`config.mk`:
```
export PLATFORM = sky130hd
export DESIGN_NAME = vga_timing_gen_flat
export DESIGN_NICKNAME = d
export VERILOG_FILES = /design/src/rtl/vga_timing_gen_if.sv /design/src/rtl/vga_timing_gen.sv /design/src/flat_wrapper.sv
export SDC_FILE = /design/constraint.sdc
export NUM_CORES = 1
export LEC_CHECK = 0
export ABC_AREA = 1
export BUFFER_PORTS_ARGS = -buffer_cell sky130_fd_sc_hd__buf_2
export CAP_MARGIN = 20
export CORE_ASPECT_RATIO = 1.75
export CORE_MARGIN = 4
export CORE_UTILIZATION = 30
export CTS_BUF_LIST = sky130_fd_sc_hd__clkbuf_2
export DETAILED_ROUTE_END_ITERATION = 7
export SETUP_SLACK_MARGIN = 0.3
export SLEW_MARGIN = 20
export SYNTH_ARGS = -nofsm -noshare
export SYNTH_HDL_FRONTEND = slang
export SYNTH_SLANG_ARGS = --single-unit
```
`constraint.sdc`:
```
create_clock -name clk -period 7.5 [get_ports clk]
set_clock_uncertainty 0.05 [all_clocks]
set_input_delay 0.75 -clock clk [delete_from_list [all_inputs] [get_ports clk]]
set_output_delay 0.75 -clock clk [all_outputs]
set_load 0.05 [all_outputs]
```
`src/rtl/vga_timing_gen_if.sv`:
```
// Pixel-side bundle of the VGA timing generator: mode and source data in,
// pixel fetch request out, registered sync/enable strobes and colour pins.
interface vga_timing_gen_if #(
  parameter int CW = 11
);
  logic [1:0]    cmd;
  logic [11:0]   data_in;
  logic          pix_req;
  logic [CW-1:0] req_x;
  logic [CW-1:0] req_y;
  logic          hsync;
  logic          vsync;
  logic          valid;
  logic          valid_win;
  logic          frame_start;
  logic          ready;
  logic [3:0]    vga_r;
  logic [3:0]    vga_g;
  logic [3:0]    vga_b;

  modport master (
    input  cmd, data_in,
    output pix_req, req_x, req_y, hsync, vsync, valid, valid_win,
           frame_start, ready, vga_r, vga_g, vga_b
  );

  modport slave (
    output cmd, data_in,
    input  pix_req, req_x, req_y, hsync, vsync, valid, valid_win,
           frame_start, ready, vga_r, vga_g, vga_b
  );
endinterface

```
`src/rtl/vga_timing_gen.sv`:
```
// VGA raster generator: start-up hold-off, sync/active timing, a framed
// sub-window with one-cycle-ahead pixel fetch, and frame-synchronous colour
// modes (pass, grey, invert, colour bars).
module vga_timing_gen #(
  parameter int H_SYNC   = 96,
  parameter int H_BACK   = 48,
  parameter int H_ACTIVE = 640,
  parameter int H_FRONT  = 16,
  parameter int V_SYNC   = 2,
  parameter int V_BACK   = 60,
  parameter int V_ACTIVE = 350,
  parameter int V_FRONT  = 37,
  parameter bit HS_POL   = 1'b0,
  parameter bit VS_POL   = 1'b0,
  parameter int WIN_X0   = 120,
  parameter int WIN_Y0   = 25,
  parameter int WIN_W    = 400,
  parameter int WIN_H    = 300,
  parameter int STARTUP  = 1024,
  parameter int CW       = 11
) (
  input  logic             clk,
  input  logic             rst_n,
  vga_timing_gen_if.master bus
);

  localparam int HT = H_SYNC + H_BACK + H_ACTIVE + H_FRONT;
  localparam int VT = V_SYNC + V_BACK + V_ACTIVE + V_FRONT;
  // Hold-off counter is sized from STARTUP alone, independent of CW.
  localparam int SW = (STARTUP > 1) ? $clog2(STARTUP) : 1;

  localparam logic [SW-1:0] SU_LAST = SW'(STARTUP - 1);
  localparam logic [CW-1:0] H_LAST  = CW'(HT - 1);
  localparam logic [CW-1:0] V_LAST  = CW'(VT - 1);
  localparam logic [CW-1:0] HS_END  = CW'(H_SYNC);
  localparam logic [CW-1:0] VS_END  = CW'(V_SYNC);
  localparam logic [CW-1:0] HA_BEG  = CW'(H_SYNC + H_BACK);
  localparam logic [CW-1:0] HA_END  = CW'(H_SYNC + H_BACK + H_ACTIVE);
  localparam logic [CW-1:0] VA_BEG  = CW'(V_SYNC + V_BACK);
  localparam logic [CW-1:0] VA_END  = CW'(V_SYNC + V_BACK + V_ACTIVE);
  localparam logic [CW-1:0] HW_BEG  = CW'(H_SYNC + H_BACK + WIN_X0);
  localparam logic [CW-1:0] HW_END  = CW'(H_SYNC + H_BACK + WIN_X0 + WIN_W);
  localparam logic [CW-1:0] VW_BEG  = CW'(V_SYNC + V_BACK + WIN_Y0);
  localparam logic [CW-1:0] VW_END  = CW'(V_SYNC + V_BACK + WIN_Y0 + WIN_H);
  localparam logic [CW-1:0] BW_LAST = CW'(WIN_W / 8 - 1);

  localparam logic [1:0] MODE_PASS = 2'b00;
  localparam logic [1:0] MODE_GREY = 2'b01;
  localparam logic [1:0] MODE_INV  = 2'b10;
  localparam logic [1:0] MODE_BARS = 2'b11;

  // Luma approximation (5R+9G+2B)/16; worst case 16*15=240 fits in 8 bits.
  function automatic logic [3:0] luma(input logic [11:0] rgb);
    logic [7:0] acc;
    acc = 8'd5 * {4'd0, rgb[11:8]} + 8'd9 * {4'd0, rgb[7:4]} + 8'd2 * {4'd0, rgb[3:0]};
    return acc[7:4];
  endfunction

  // Bar index advance, saturating at the last bar so the remainder pixels
  // of a window not divisible by 8 stay on bar 7.
  function automatic logic [2:0] bar_next(input logic [2:0] idx);
    return (idx == 3'd7) ? 3'd7 : idx + 3'd1;
  endfunction

  function automatic logic [11:0] bar_colour(input logic [2:0] idx);
    logic [11:0] c;
    unique case (idx)
      3'd0: c = 12'hF00;
      3'd1: c = 12'h0F0;
      3'd2: c = 12'h00F;
      3'd3: c = 12'hF0F;
      3'd4: c = 12'hFF0;
      3'd5: c = 12'h0FF;
      3'd6: c = 12'hFFF;
      3'd7: c = 12'h000;
    endcase
    return c;
  endfunction

  logic [SW-1:0] su_cnt_q, su_cnt_d;
  logic          ready_q, ready_d;
  logic [CW-1:0] hcnt_q, hcnt_d;
  logic [CW-1:0] vcnt_q, vcnt_d;
  logic          hsync_q, hsync_d;
  logic          vsync_q, vsync_d;
  logic          valid_q, valid_d;
  logic          valid_win_q, valid_win_d;
  logic          frame_start_q, frame_start_d;
  logic [1:0]    mode_q, mode_d;
  logic [2:0]    bar_idx_q, bar_idx_d;
  logic [CW-1:0] bar_px_q, bar_px_d;

  logic          h_act, v_act, h_win, v_win, in_win;
  logic [CW-1:0] win_x, win_y;
  logic [11:0]   colour;

  // Start-up hold-off, then free-running horizontal/vertical raster counters.
  always_comb begin
    su_cnt_d = su_cnt_q;
    ready_d  = ready_q;
    hcnt_d   = hcnt_q;
    vcnt_d   = vcnt_q;
    if (!ready_q) begin
      if (su_cnt_q == SU_LAST) begin
        ready_d = 1'b1;
      end else begin
        su_cnt_d = su_cnt_q + 1'b1;
      end
    end else if (hcnt_q == H_LAST) begin
      hcnt_d = '0;
      vcnt_d = (vcnt_q == V_LAST) ? '0 : vcnt_q + 1'b1;
    end else begin
      hcnt_d = hcnt_q + 1'b1;
    end
  end

  // Active-area and window decode of the current counter state.
  always_comb begin
    h_act  = (hcnt_q >= HA_BEG) && (hcnt_q < HA_END);
    v_act  = (vcnt_q >= VA_BEG) && (vcnt_q < VA_END);
    h_win  = (hcnt_q >= HW_BEG) && (hcnt_q < HW_END);
    v_win  = (vcnt_q >= VW_BEG) && (vcnt_q < VW_END);
    in_win = ready_q && h_win && v_win;
    win_x  = hcnt_q - HW_BEG;
    win_y  = vcnt_q - VW_BEG;
  end

  // Pixel fetch goes out one cycle ahead of the matching display cycle.
  assign bus.pix_req = in_win;
  assign bus.req_x   = in_win ? win_x : '0;
  assign bus.req_y   = in_win ? win_y : '0;

  // Next values of the registered strobes; they trail the counters by one clock.
  always_comb begin
    hsync_d       = (ready_q && (hcnt_q < HS_END)) ? HS_POL : ~HS_POL;
    vsync_d       = (ready_q && (vcnt_q < VS_END)) ? VS_POL : ~VS_POL;
    valid_d       = ready_q && h_act && v_act;
    valid_win_d   = in_win;
    frame_start_d = ready_q && (hcnt_q == '0) && (vcnt_q == '0);
    // Mode only changes on the frame_start clock so a frame never mixes modes.
    mode_d        = frame_start_q ? bus.cmd : mode_q;
  end

  // Bar tracking follows the request, so bar_idx_q lines up with valid_win_q.
  always_comb begin
    bar_idx_d = bar_idx_q;
    bar_px_d  = bar_px_q;
    if (in_win) begin
      if (win_x == '0) begin
        bar_idx_d = '0;
        bar_px_d  = '0;
      end else if (bar_px_q == BW_LAST) begin
        bar_idx_d = bar_next(bar_idx_q);
        bar_px_d  = '0;
      end else begin
        bar_px_d  = bar_px_q + 1'b1;
      end
    end
  end

  // State and registered outputs; reset also restarts the hold-off.
  always_ff @(posedge clk or negedge rst_n) begin
    if (!rst_n) begin
      su_cnt_q      <= '0;
      ready_q       <= 1'b0;
      hcnt_q        <= '0;
      vcnt_q        <= '0;
      hsync_q       <= ~HS_POL;
      vsync_q       <= ~VS_POL;
      valid_q       <= 1'b0;
      valid_win_q   <= 1'b0;
      frame_start_q <= 1'b0;
      mode_q        <= MODE_PASS;
      bar_idx_q     <= '0;
      bar_px_q      <= '0;
    end else begin
      su_cnt_q      <= su_cnt_d;
      ready_q       <= ready_d;
      hcnt_q        <= hcnt_d;
      vcnt_q        <= vcnt_d;
      hsync_q       <= hsync_d;
      vsync_q       <= vsync_d;
      valid_q       <= valid_d;
      valid_win_q   <= valid_win_d;
      frame_start_q <= frame_start_d;
      mode_q        <= mode_d;
      bar_idx_q     <= bar_idx_d;
      bar_px_q      <= bar_px_d;
    end
  end

  // Colour path: combinational from source data, blanked outside the window.
  always_comb begin
    colour = 12'h000;
    if (valid_win_q) begin
      unique case (mode_q)
        MODE_PASS: colour = bus.data_in;
        MODE_GREY: colour = {3{luma(bus.data_in)}};
        MODE_INV:  colour = ~bus.data_in;
        MODE_BARS: colour = bar_colour(bar_idx_q);
      endcase
    end
  end

  assign bus.vga_r       = colour[11:8];
  assign bus.vga_g       = colour[7:4];
  assign bus.vga_b       = colour[3:0];
  assign bus.hsync       = hsync_q;
  assign bus.vsync       = vsync_q;
  assign bus.valid       = valid_q;
  assign bus.valid_win   = valid_win_q;
  assign bus.frame_start = frame_start_q;
  assign bus.ready       = ready_q;

endmodule
```
`src/flat_wrapper.sv`:
```
// flat-port wrapper written by rule: the top's interface ports become plain ports
module vga_timing_gen_flat 
#(
  parameter int H_SYNC   = 96,
  parameter int H_BACK   = 48,
  parameter int H_ACTIVE = 640,
  parameter int H_FRONT  = 16,
  parameter int V_SYNC   = 2,
  parameter int V_BACK   = 60,
  parameter int V_ACTIVE = 350,
  parameter int V_FRONT  = 37,
  parameter bit HS_POL   = 1'b0,
  parameter bit VS_POL   = 1'b0,
  parameter int WIN_X0   = 120,
  parameter int WIN_Y0   = 25,
  parameter int WIN_W    = 400,
  parameter int WIN_H    = 300,
  parameter int STARTUP  = 1024,
  parameter int CW       = 11
)
  (clk, rst_n, bus_cmd, bus_data_in, bus_pix_req, bus_req_x, bus_req_y, bus_hsync, bus_vsync, bus_valid, bus_valid_win, bus_frame_start, bus_ready, bus_vga_r, bus_vga_g, bus_vga_b);
  vga_timing_gen_if #(.CW(CW)) bus_i ();
  input  logic clk;
  input  logic rst_n;
  input wire logic [$bits(bus_i.cmd)-1:0] bus_cmd;
  input wire logic [$bits(bus_i.data_in)-1:0] bus_data_in;
  output wire logic [$bits(bus_i.pix_req)-1:0] bus_pix_req;
  output wire logic [$bits(bus_i.req_x)-1:0] bus_req_x;
  output wire logic [$bits(bus_i.req_y)-1:0] bus_req_y;
  output wire logic [$bits(bus_i.hsync)-1:0] bus_hsync;
  output wire logic [$bits(bus_i.vsync)-1:0] bus_vsync;
  output wire logic [$bits(bus_i.valid)-1:0] bus_valid;
  output wire logic [$bits(bus_i.valid_win)-1:0] bus_valid_win;
  output wire logic [$bits(bus_i.frame_start)-1:0] bus_frame_start;
  output wire logic [$bits(bus_i.ready)-1:0] bus_ready;
  output wire logic [$bits(bus_i.vga_r)-1:0] bus_vga_r;
  output wire logic [$bits(bus_i.vga_g)-1:0] bus_vga_g;
  output wire logic [$bits(bus_i.vga_b)-1:0] bus_vga_b;
  assign bus_i.cmd = bus_cmd;
  assign bus_i.data_in = bus_data_in;
  assign bus_pix_req = bus_i.pix_req;
  assign bus_req_x = bus_i.req_x;
  assign bus_req_y = bus_i.req_y;
  assign bus_hsync = bus_i.hsync;
  assign bus_vsync = bus_i.vsync;
  assign bus_valid = bus_i.valid;
  assign bus_valid_win = bus_i.valid_win;
  assign bus_frame_start = bus_i.frame_start;
  assign bus_ready = bus_i.ready;
  assign bus_vga_r = bus_i.vga_r;
  assign bus_vga_g = bus_i.vga_g;
  assign bus_vga_b = bus_i.vga_b;
  vga_timing_gen #(.H_SYNC(H_SYNC), .H_BACK(H_BACK), .H_ACTIVE(H_ACTIVE), .H_FRONT(H_FRONT), .V_SYNC(V_SYNC), .V_BACK(V_BACK), .V_ACTIVE(V_ACTIVE), .V_FRONT(V_FRONT), .HS_POL(HS_POL), .VS_POL(VS_POL), .WIN_X0(WIN_X0), .WIN_Y0(WIN_Y0), .WIN_W(WIN_W), .WIN_H(WIN_H), .STARTUP(STARTUP), .CW(CW)) u_core (.clk(clk), .rst_n(rst_n), .bus(bus_i));
endmodule
```
==> flow_summary.yaml <==
cells_and_area:
  nNetsFinal: 719
  fin_cells: 852
  layout-drive-gt1-share: 0.151
  area_growth_pct: 10.0
  stdcell_area_um2: 4960
route:
  wl_per_cell_um: 14.0
  wl_mm: 11.9
  drt_pass1_iterations: 4
  viasPerCell: 4.79
  antenna_left: 0
  drc: 0
  vias: 4084
  drt_iter0_drc: 136
status:
  status: "finished clean"
clock_network:
  cts_buffer_depth: 2
  post_cts_buffers: 0
  root_buffer: "clkbuf_2"
  cts_made_buffers: 5
  cts_tree: "built"
  clk_pin_slew_ns: 0.30
  htree_levels: 2
  cts.sinks: 54
  ctsHoldBuffers: 0
  ctsResizeCount: 0
  clock_latency_ns: 0.48
timing:
  whs_ns: 0.278
  timing.final.max_slew_violations: 0
  fin_tns_setup_ns: 0
  rsz0062_at_grt: "false"
  max_clock_freq_mhz: 215
  period_share: 0.621
  relSlewSlack: 0.500
  finalSetupViolations: 0
  fin_crit_ns: 4.66
  worstMarginPinSlew_ns: 0.742
  hold_viol_final: 0
place:
  place_area_um2: 4910
  dpl.hpwl_mm: 9.61
  gp_congestion: 0.919
  placed_cells: 843
  port_buffers: 56
global_routing:
  grtUsageTotal: 0.142
  grt_pass1_wl_mm: 19.4
  antenna_found_initial: 1
  gr-total-overflow: 0
  grt_pass1_vias: 4103
  grt_max_degree: 55
logic_synthesis:
  synth_cell_types: 41
  synthFlopType: "dfrtp_1"
  synth.avg_cell_area_um2: 7.29
  synthesis.area_um2: 4510
  syn_inst: 618
  ys_seq_area_frac: 0.300
  yosysWarnings: 0
  synthArstFlopShare: 1.00
  synth_seq_cells: 54
  syn-num-nets: 670
  synth_edf_count: 0
power:
  intPower_uw: 352
  switching_share: 0.318
  p_sw_uw: 164
  seqPwrFrac: 0.566
  finalPower_uw: 516
  clockPowerShare: 0.234
  power_leakage_nw: 2.59
  p_per_area_nw_per_um2: 104
  p_comb_frac: 0.200
  vdd_drop_max_mv: 0.0507
critical_path:
  required_ns: 6.70
  cp_max_fo: 5
  cp-start-kind: "input port"
  reg2reg_slack_ns: 5.04
  r2r-end: "u_core.bar_px_q[0]$_DFFE_PN0P_"
  cp.arrival_ns: 3.86
  reg2reg_depth: 10
  criticalPathCategory: "in -> out"
  cp-end-kind: "output port"
  rr_startpoint: "u_core.hcnt_q[3]$_DFFE_PN0P_"
floorplan:
  rows: 59
  die_h_um: 170
  dieArea_um2: 17100
  start_util: 0.304
  io_pins: 57
  coreArea_um2: 14800
  die_width_um: 101
run:
  drv_cap: 0
min_path:
  hold_path.class: "in -> async"
## worst max-delay path, cell delays in order
cell     delay (ns)
buf_2          0.12
ha_1           0.29
ha_1           0.20
fa_1           0.50
inv_1          0.06
fa_1           0.53
inv_1          0.04
ha_1           0.34
a21oi_1        0.19
o21a_1         0.15
a21o_1         0.11
nand3_1        0.12
a21oi_1        0.17
buf_2          0.28
## power by group through the flow
stage / registers (mW) / clock network, mW / logic, mW
3_3_place_gp: 0.297 / 0 / 0.102
2_1_floorplan: 0.297 / 0 / 0.0719
3_5_place_dp: 0.297 / 0 / 0.105
4_1_cts: 0.292 / 0.127 / 0.105
6_report: 0.292 / 0.121 / 0.103
5_1_grt: 0.293 / 0.140 / 0.122
## stage by stage
step / util / setup slack (ns)
floorplan: - / 2.76
detailed placement: 0.331 / 2.85
finish: 0.334 / 2.84
global placement: 0.331 / 2.87
CTS: 0.334 / 2.85
global route: 0.334 / 2.61
## registers in the layout, summed over array words and instances, names as in the netlist
register and flops:
u_core.su_cnt_q 10, u_core.bus.valid_win 1, u_core.bus.frame_start 1, u_core.mode_q 2, u_core.bar_idx_q 3, u_core.vcnt_q 11
u_core.bus.ready 1, u_core.bus.valid 1, u_core.bus.vsync 1, u_core.bus.hsync 1, u_core.bar_px_q 11, u_core.hcnt_q 11
## synth_stat cells, types with 5 or more instances
cell       n  area (µm²)
nor2_1    80         300
dfrtp_1   52        1300
ha_1      29         363
buf_6      5        56.3
a21oi_1   23         115
xnor2_1    9        78.8
nand2_1  104         390
nor2_2     8        50.1
fa_1       7         140
o21ai_1   10        50.1
nor3_1    13        65.1
nand4_1   23         144
xor2_1    16         140
o21ai_0   38         190
nand3_1   48         240
inv_1     98         368
## cells by family (layout without fill, tap and decap cells)
group,count (synthesis),in the layout,synth area share
AOI/OAI and AO/OA,84,84,0.104
other,0,1,0
xor gates and xnor gates,25,25,0.0486
and+or+nand+nor,301,301,0.323
DFF,54,54,0.300
adders and majority gates,36,36,0.112
buffers and inverters,117,167,0.110
muxes,1,1,0.00250
## placed cells by master, fill, tap and decap left out, types with 3 or more instances in the layout
cell and instances:
nand3_1 48, nand3_2 3, nor4_1 3, a21oi_2 4, o21ai_0 38, a21oi_1 23, nor2_1 80, nor2_2 8
xnor2_1 9, inv_2 3, nor2_4 4, nand3b_1 4, o21ai_1 10, nor3_4 3, nand2_1 104, ha_1 29
xor2_1 16, fa_1 7, clkbuf_2 5, nand4_1 23, buf_2 56, inv_1 98, dfrtp_1 52, nor3_1 13
## per-layer routing
layer  share of wire  track usage
met1            0.37        0.138
met2            0.55        0.283
met3           0.038       0.0189
met4           0.036       0.0663
met5               0            0
## cell type report
cell class	count	area, µm²
antenna	1	2.50
multi-input combinational	447	2660
clock inverter	3	16.3
tap	183	229
fill	1650	9880
clock buffer	5	25.0
inverter	102	385
sequential	54	1350
timing repair buffer	57	288
## worst max path at each step
stage                    from            to  slack, ns  cells after the start
2_1_floorplan  bus_data_in[4]  bus_vga_b[2]       2.76                     14
3_3_place_gp   bus_data_in[4]  bus_vga_r[2]       2.87                     16
3_5_place_dp   bus_data_in[4]  bus_vga_r[3]       2.85                     14
4_1_cts        bus_data_in[4]  bus_vga_r[3]       2.85                     14
5_1_grt        bus_data_in[4]  bus_vga_r[2]       2.61                     16
6_report       bus_data_in[4]  bus_vga_r[3]       2.84                     14
Power figures use the tool's default switching activity.
